[src/rtl/moore_seq_detector_param.sv]
// moore_seq_detector_param: run-time programmable Moore serial pattern detector with saturating match count
module moore_seq_detector_param #(
  parameter int MAX_LEN = 16,
  parameter int CNT_W = 8,
  localparam int LW = $clog2(MAX_LEN + 1)
) (
  input  logic               clk,
  input  logic               reset,
  input  logic               cfg_load,
  input  logic [MAX_LEN-1:0] cfg_pattern,
  input  logic [LW-1:0]      cfg_len,
  input  logic               cfg_overlap,
  input  logic               in_valid,
  input  logic               in,
  output logic               out,
  output logic [CNT_W-1:0]   match_cnt,
  output logic               cnt_sat,
  output logic               cfg_err
);
  typedef enum logic [1:0] {UNCFG, HUNT, HIT} state_t;
  localparam logic [MAX_LEN:0] ONE = 1;
  state_t r_state;
  logic [MAX_LEN-1:0] r_hist, r_pat, w_hist_n, w_mask;
  logic [MAX_LEN:0] w_mask_ext;
  logic [LW-1:0] r_fill, r_len, w_fill_n;
  logic r_ovl, r_err, w_cfg_ok, w_hit;
  logic [CNT_W-1:0] r_cnt;
  assign w_cfg_ok = cfg_len != '0 && cfg_len <= LW'(MAX_LEN);
  assign w_hist_n = {r_hist[MAX_LEN-2:0], in};
  assign w_fill_n = r_fill == LW'(MAX_LEN) ? r_fill : r_fill + LW'(1);
  assign w_mask_ext = (ONE << r_len) - ONE;
  assign w_mask = w_mask_ext[MAX_LEN-1:0];
  assign w_hit = w_fill_n >= r_len && ((w_hist_n ^ r_pat) & w_mask) == '0;
  assign out = r_state == HIT;
  assign match_cnt = r_cnt;
  assign cnt_sat = &r_cnt;
  assign cfg_err = r_err;
  // Config capture, shift history, fill tracking, match counting and FSM state; cfg_load always wins over a data bit
  always_ff @(posedge clk or posedge reset)
    if (reset) begin
      r_state <= UNCFG;
      r_hist <= '0;
      r_pat <= '0;
      r_fill <= '0;
      r_len <= '0;
      r_ovl <= 1'b0;
      r_cnt <= '0;
      r_err <= 1'b0;
    end else begin
      r_err <= 1'b0;
      if (cfg_load) begin
        if (w_cfg_ok) begin
          r_pat <= cfg_pattern;
          r_len <= cfg_len;
          r_ovl <= cfg_overlap;
          r_hist <= '0;
          r_fill <= '0;
          r_cnt <= '0;
          r_state <= HUNT;
        end else r_err <= 1'b1;
      end else if (r_state != UNCFG) begin
        if (in_valid) begin
          r_hist <= w_hist_n;
          r_fill <= w_hit && !r_ovl ? '0 : w_fill_n;
          r_state <= w_hit ? HIT : HUNT;
          if (w_hit && !(&r_cnt)) r_cnt <= r_cnt + CNT_W'(1);
        end else r_state <= HUNT;
      end
    end
endmodule
[config.mk]
export PLATFORM = sky130hd
export DESIGN_NAME = moore_seq_detector_param
export DESIGN_NICKNAME = d
export VERILOG_FILES = /design/src/rtl/moore_seq_detector_param.sv
export SDC_FILE = /design/constraint.sdc
export NUM_CORES = 1
export LEC_CHECK = 0
export BUFFER_PORTS_ARGS = -buffer_cell sky130_fd_sc_hd__buf_2
export CAP_MARGIN = 10
export CORE_UTILIZATION = 42
export CTS_CLUSTER_DIAMETER = 150
export DETAILED_ROUTE_END_ITERATION = 6
export GPL_TIMING_DRIVEN = 0
export PLACE_DENSITY = 0.73
export RECOVER_POWER = 25
export SLEW_MARGIN = 20
export SYNTH_ARGS = -nofsm -noshare
export SYNTH_HDL_FRONTEND = slang
export SYNTH_SLANG_ARGS = --single-unit
[constraint.sdc]
create_clock -name clk -period 4.03 [get_ports clk]
set_input_delay 0.403 -clock clk [delete_from_list [all_inputs] [get_ports clk]]
set_output_delay 0.403 -clock clk [all_outputs]
set_load 0.005 [all_outputs]
==> impl_summary.md, run 1 <==
Drt
The count of nets left with antenna violations once routing finished came out at 0. The top routing layer in use is met4. The wire length the detailed router placed on met1 is 3.31 mm.

The number of design-rule violations left by the first detailed-router iteration is 280. After detailed routing, the number of remaining DRC violations is 0. The routed layout has 2580 vias. The total met3 wirelength after detailed routing is 344 um. The per-cell via count in the routed design is 5.34.

The first detailed-routing pass took 4 iterations. The wire length on met2 is 3.27 mm. In the final routed layout, each cell accounts on average for 14.7 um. The final layout contains routed wiring with a total length of 7.10 mm.

Worst setup path
The worst setup path is launched from a flop. The worst setup path is of the reg2reg kind. The register-to-register setup slack is 610 ps.

Along the worst path, the maximum fanout reaches 6. For the worst setup path, the data arrival time is 3650 ps. The worst flop-to-flop path startpoint is r_fill[0]. In this run the worst setup path begins at r_fill[0]. STA classifies the critical path endpoint as a flop.

For the worst setup path, the data required time is 4260 ps.

GRT
The first global-routing pass estimated 12.0 mm of wire. The number of antenna violations at the first check in global routing was 0. The overall global routing resource usage is 0.204. Entering global routing, the biggest net connects 54 pins. Global routing finished with a remaining overflow of 0. The via count of the first global-routing pass is 2437.

Power
The maximum resistive drop on vdd is 0.156 mV. The reported leakage power is 1.63 nW. Of the total power, the share spent switching nets is 0.314. The combinational fraction of design power is 0.252. The power density normalized to cell area is 379 mW/mm^2. For this design the total switching power over the nets is 0.000415 W.

The internal power is 0.000907 W. The share of total power dissipated in sequential elements is 0.461. The part of the total power dissipated in the clock network is 0.287.

Timing
Setup repair after global routing left no endpoint under its margin. The final number of max-transition violations is 54. Measured against its own limit, the worst slew margin works out to -0.547. The share of the clock period used by the worst path after layout is 0.848. The number of hold violations in the final report is 0.

Setup violations remaining at the end of the flow were counted as 0. After layout, the minimum clock period comes to 3420 ps. Setup total negative slack on the finished layout was measured at 0 ps. The highest achievable clock rate is 292 MHz. For the pin with the worst max-slew slack, the measured transition is 2310 ps.

Between clock sinks in the finished design, the worst skew comes to 11.0 ps.

Floorplan
The floorplan has 30 rows. The initial utilization of the core area, before any placement, comes to 0.444. From left edge to right edge, the die measures 87.5 um. The core region is 0.00691 mm^2. From bottom edge to top edge, the die measures 87.5 um.

The die covers 0.00765 mm^2. 38 I/O pins were placed.

Clock tree
After clock tree synthesis, the setup repair step added 0 buffers. Clock tree synthesis found a total of 53 sinks. The clock passes through at most 2 buffers.

The number of gates resized after CTS was 0. TritonCTS built the clock tree. The cell chosen for the clock root is clkbuf_8. After clock tree synthesis, the clock-pin slew on the worst setup and hold paths is 100 ps. Hold repair after CTS inserted 0 buffers. Clock tree synthesis inserted a total of 5 buffers. The depth of the CTS H-tree is 2. The clock latency on the worst-skew pair is 320 ps.

Synthesis
The xor/xnor share of the synthesized area is 0.0628. The mux cell area share after synthesis is 0.0220. In this run, distinct cell masters in the synthesized netlist total 55. Of all flip-flops after synthesis, the portion carrying an async set or reset was 1.00. Of the total synthesized cell area, the portion taken by full adders, half adders and majority gates is 0.0367.

Counting every net in the synthesized netlist gives 379. Of the total synthesized cell area, the portion taken by AND, OR, NAND and NOR gates is 0.220. Of the synthesized area, sequential elements account for 0.432. Yosys printed 0 warnings.

The register bit count reported by yosys is 53. The synthesized instance count is 343. After synthesis, the largest family of logic cells by area is simple AND/OR/NAND/NOR gates. The average cell area after synthesis is 8.94 um^2. The synthesized design contains 0 enable-type register cells. Summing every instance area after synthesis gives 0.00307 mm^2. Among all flip-flop cells after synthesis, the most frequent one is dfrtp_1. The synthesized-area fraction occupied by ao, oa, aoi and oai cells is 0.173.

Run status
The checks that failed: capacitance limit, slew limit. The flow ran to the end, but the final reports show violations.

Cells and area
The share of post-route cells with drive strength above 1 is 0.178. Leaving out fill and tap cells, the most frequent cells in the layout are nand2_1, dfrtp_1, buf_2, o21ai_0, xnor2_1. The final-stage net count is 422. 0 antenna diodes ended up in the layout. The final-layout fill cell count is 663.

The library cell used most frequently in the layout, excluding fill and tap cells, is nand2_1. The share of the core filled with cells is 0.505. The synthesis-to-finish area growth is 13.6%.

Worst hold path
The start point of the worst min-delay path is cfg_overlap. The type of the most critical hold path is in2reg.

Run
Max-cap violations in this run came to 1.

Placement
The congestion estimate from routability-driven global placement came to 0.867. The count of buffers added on input and output ports is 36. Detailed placement ended at an HPWL of 5.12 mm.
cell type report:
cell class	count	area, um^2	area share
multi-input combinational	259	1580	0.452
clock buffer	7	86.3	0.0248
tap	96	120	0.0345
sequential	53	1330	0.380
buffer	20	124	0.0355
inverter	11	42.5	0.0122
clock inverter	1	30.0	0.00861
timing repair buffer	36	180	0.0517
power groups by stage:
stage          Sequential [W]  Combinational [W]  Clock [W]
6_report             0.000610           0.000334   0.000379
3_5_place_dp         0.000619           0.000330          0
3_3_place_gp         0.000618           0.000323          0
5_1_grt              0.000616           0.000375   0.000405
2_1_floorplan        0.000609           0.000251          0
4_1_cts              0.000609           0.000334   0.000383
synthesized netlist by cell type (all sizes together), types with 2 or more instances:
| cell | count | share of area |
|---|---|---|
| nor4 | 4 | 0.010 |
| a311oi | 2 | 0.0077 |
| o31ai | 4 | 0.0098 |
| nand3 | 5 | 0.0098 |
| clkbuf | 11 | 0.017 |
| and3 | 5 | 0.010 |
| o211ai | 3 | 0.0073 |
| a221oi | 4 | 0.011 |
| a211oi | 2 | 0.0049 |
| o21ai | 29 | 0.051 |
| xor2 | 8 | 0.023 |
| nor3 | 9 | 0.015 |
| ha | 9 | 0.037 |
| and2 | 4 | 0.0086 |
| o21a | 3 | 0.0073 |
| nor2 | 8 | 0.011 |
| o2bb2ai | 2 | 0.0057 |
| mux2 | 6 | 0.022 |
| or3 | 2 | 0.0041 |
| nand2 | 99 | 0.12 |
| a21oi | 13 | 0.021 |
| xnor2 | 14 | 0.040 |
| buf | 8 | 0.021 |
| and4 | 2 | 0.0057 |
| a41oi | 2 | 0.0057 |
| dfrtp | 53 | 0.43 |
| nor2b | 3 | 0.0061 |
| inv | 11 | 0.013 |
critical path, cell delays in order, from the launching register on:
cell      delay [ps]
dfrtp_1          450
inv_1            120
ha_1             150
nor4bb_1         770
nor2_1           160
ha_1             350
nand2_1           50
o21ai_0          180
nand3_1          100
a21oi_1          190
nand3_2          150
o21ai_4          240
a41oi_1          170
a311oi_2         260
stage by stage:
stage | hold slack, ps | instance area, um^2 | std cells | power, W | worst slack (ps)
finish | 269 | 3490 | 483 | 0.00132 | 611
floorplan | 446 | 3070 | 343 | 0.000860 | 1120
global route | 281 | 3490 | 483 | 0.00140 | 189
CTS | 215 | 3490 | 483 | 0.00133 | 619
global placement | 482 | 3370 | 475 | 0.000941 | 808
detailed placement | 484 | 3370 | 475 | 0.000949 | 663
logic make-up after synthesis:
logic type / count (synthesis)
compound gates: 75
xor+xnor: 22
fa+ha+maj: 9
buf+inv: 31
flops: 53
mux: 6
simple gates: 147
layer usage:
| metal | track usage | vias up |
|---|---|---|
| met1 | 0.294 | 1226 |
| li1 | - | 1267 |
| met2 | 0.311 | 70 |
| met3 | 0.0265 | 17 |
| met5 | 0 | - |
| met4 | 0.0775 | 0 |
sequential cells by signal, summed over array words and instances, names as in the netlist:
name       flops
match_cnt      8
r_ovl          1
r_pat         16
r_hist        15
r_state        2
r_fill         5
r_len          5
cfg_err        1
final timing paths:
path / endpoint / depth (start not counted)
min reg2reg: r_pat[12] / 2
max reg2reg: match_cnt[5] / 13
max in group asynchronous: r_len[2] / 2
max: match_cnt[5] / 13
min in group asynchronous: match_cnt[4] / 2
min: r_ovl / 3
No activity file was read; power rests on OpenSTA's default activity.
==> run 2: changes to the inputs <==
==> constraint.sdc (replaced) <==
create_clock -name clk -period 3.3 [get_ports clk]
set_input_delay 0.33 -clock clk [delete_from_list [all_inputs] [get_ports clk]]
set_output_delay 0.33 -clock clk [all_outputs]
set_load 0.005 [all_outputs]
==> run 2 against run 1 <==
Sequential power up 23%. First-iteration DRC count fell by 31%. Global-route usage about the same. Critical endpoint is now match_cnt[4]. Final area increased by 1.8%. Register-to-register slack lost 500 ps. Largest power group unchanged. Worst hold slack got worse by 70 ps. The run still ends with capacitance limit, slew limit left. Maximum frequency increased by 7.3%.
==> impl_summary.md, run 2 (synthesis gave the netlist of run 1 again) <==
Run status
The run finished, with violations left. The final reports fail on capacitance limit, slew limit.

Worst setup path
In this run the worst setup path begins at r_len[4]. The count of buffer and inverter cells on the critical path is 1. The depth of the worst register-to-register path is 11. Counting stages on the worst path, the most repeated cell is o21a_1. In this run the critical register-to-register path is captured at match_cnt[4]. Broken down by cell family, the worst path's largest delay share belongs to simple AND/OR/NAND/NOR gates. STA classifies the critical path endpoint as a flop. The signal on the critical path passes through buf_6 > nor4_4 > nand2_1 > ha_2 > o22ai_1 > or4_4 > a2111oi_4 > and4_1 > a21oi_1 > o21a_1 > o21a_1.

The worst setup path is launched from a flop. The worst flop-to-flop path startpoint is r_len[4]. At the worst endpoint, the required time is 3510 ps. Data arrives at the worst endpoint at 3400 ps. The largest stage delay on the critical path is 540 ps. The startpoint-to-endpoint class of the critical path is reg2reg. The worst register-to-register path has a setup slack of 110 ps.

The count of cell instances traversed by the critical path is 11. The endpoint of the most critical setup path is match_cnt[4]. The slowest stage of the critical path is the or4_4 cell. In this run the worst path has a maximum fanout of 8.

Timing
The final number of max-transition violations came to 54. For the final routed database, the setup TNS stands at 0 ps. The number of hold violations in the final report is 0. Dividing the final minimum period by the clock period gives 0.965. The worst clock skew is 11.7 ps. For the pin with the worst max-slew slack, the measured transition is 2310 ps.

The worst max-slew margin expressed relative to the limit is -0.550. Counting I/O delays and the setup requirement, the final critical path takes 3190 ps. Setup violations remaining at the end of the flow were counted as 0. The highest achievable clock rate is 314 MHz.

Floorplan
The overall die area is 0.00765 mm^2. The initial cell density of the core is 0.444. From bottom edge to top edge, the die measures 87.5 um.

The width of the chip is 87.5 um. In this run the core area contains 30 standard-cell rows. The boundary pin count is 38.

The total area inside the core boundary comes to 0.00691 mm^2.

Placement
The number of port buffers is 36. The congestion estimate from routability-driven global placement came to 0.867. The number of cells after detailed placement is 475. The HPWL after detailed placement is 5.12 mm.

Cells and area
Fill cells in the final layout number 650. The total inserted antenna cells is 0. The share of post-route cells with drive strength above 1 is 0.201. Leaving out fill and tap cells, the most frequent cell in the layout is nand2_1.

The synthesis-to-finish area growth is 15.6%. The register bank with the most flops is r_pat. Leaving out fill and tap cells, the most frequent cells in the layout are nand2_1, dfrtp_1, buf_2, o21ai_0, xnor2_1. The number of cells in the finished layout apart from fillers is 484.

The register with the most flip-flops in the layout has 16 of them. The final-stage net count is 423.

Clock tree
For this design, the CTS-stage hold fixing added 0 buffers. The clock sink count is 53. The clock latency on the worst-skew pair is 310 ps. The number of buffers inserted during clock tree synthesis is 5. The depth of the CTS H-tree is 2. The maximum clock insertion buffer count is 2. The TritonCTS clock tree is built. The tree is rooted in a clkbuf_8. Clock-pin slew was measured on the worst setup and hold paths at 100 ps.

Power
The reported leakage power is 1.64 nW. Of the total power, registers draw 0.459. Of the total power, combinational logic draws 0.258.

Internal power comes to 0.00112 W. The maximum resistive drop on vdd is 0.192 mV. Of the total power, the share spent switching nets is 0.316. The power density normalized to cell area is 461 mW/mm^2. The part of the total power dissipated in the clock network is 0.283. The net switching component of the power is 0.000517 W.

Drt
After detailed routing, the number of remaining DRC violations is 0. The number of nets with antenna violations after detailed routing is 0. In the final routed layout, each cell accounts on average for 14.9 um. The final route contains 2593 vias. In the routed layout, each cell is associated on average with a via count of 5.36. The length of the first detailed-routing pass in iterations is 4. The number of design-rule violations left by the first detailed-router iteration is 193. For this block, the routed nets add up to 7.20 mm of wire.

GRT
The global-route wire length before repair is 12.0 mm. The number of antenna violations at the first check in global routing is 0. The overall global routing resource usage is 0.204. The via count of the first global-routing pass is 2425. The largest net degree at the start of global routing is 54. The leftover overflow at the end of global routing is 0.

Run
Across the run, the number of max-cap violations was 1.

Worst hold path
The path class of the tightest hold or removal check is in2reg.
## run 2: per-layer routing
layer  GRT usage  routed length (um)  part of all wire
met3      0.0265                 280             0.039
met5           0                   0                 0
met2       0.313                3290              0.46
met4      0.0730                 183             0.025
met1       0.293                3440              0.48
## run 2: worst min path at each step
| stage | start | endpoint | slack, ps | cells after the start |
|---|---|---|---|---|
| final | cfg_overlap | r_ovl | 200 | 3 |
| after global routing | cfg_pattern[6] | r_pat[6] | 210 | 3 |
| after CTS | reset | r_hist[11] | 140 | 2 |
| after detailed placement | reset | match_cnt[1] | 480 | 2 |
| after global placement | r_pat[10] | r_pat[10] | 480 | 2 |
| after floorplan | cfg_overlap | r_ovl | 440 | 2 |
## run 2: stage by stage
stage	total power [W]	hold WS, ps	util	worst slack, ps	instance area [um^2]
after floorplan	0.00105	435	-	392	3070
after global placement	0.00115	482	0.488	78.5	3370
after detailed placement	0.00116	479	0.488	-67.1	3370
after CTS	0.00163	142	0.509	5.98	3510
after global routing	0.00172	210	0.514	-22.7	3550
final	0.00164	199	0.514	115	3550
## run 2: power by group through the flow
| stage | clock, W | sequential [W] | combinational, W |
|---|---|---|---|
| 6_report | 0.000463 | 0.000750 | 0.000422 |
| 5_1_grt | 0.000494 | 0.000756 | 0.000473 |
| 4_1_cts | 0.000468 | 0.000746 | 0.000415 |
| 3_5_place_dp | 0 | 0.000756 | 0.000403 |
| 3_3_place_gp | 0 | 0.000755 | 0.000394 |
| 2_1_floorplan | 0 | 0.000743 | 0.000306 |
## run 2: area by class of cell
class | count | area (um^2) | share of cell area
Buffer | 20 | 126 | 0.0356
Clock buffer | 7 | 86.3 | 0.0243
Clock inverter | 1 | 30.0 | 0.00847
Inverter | 11 | 42.5 | 0.0120
Multi-Input combinational cell | 259 | 1630 | 0.458
Sequential cell | 53 | 1330 | 0.375
Tap cell | 96 | 120 | 0.0339
Timing Repair Buffer | 37 | 188 | 0.0529
## run 2: worst reg2reg max path, stage by stage, from the launching register on
cell,delay (ps)
dfrtp_1,380
buf_6,140
nor4_4,360
nand2_1,120
ha_2,320
o22ai_1,60
or4_4,540
a2111oi_4,360
and4_1,340
a21oi_1,110
o21a_1,190
o21a_1,180
## run 2: what timing repair did
action                     in CTS  in global routing
setup buffers                   1                  0
setup endpoints to repair       7                  9
pin swaps                       4                  5
gates resized for setup         3                  9
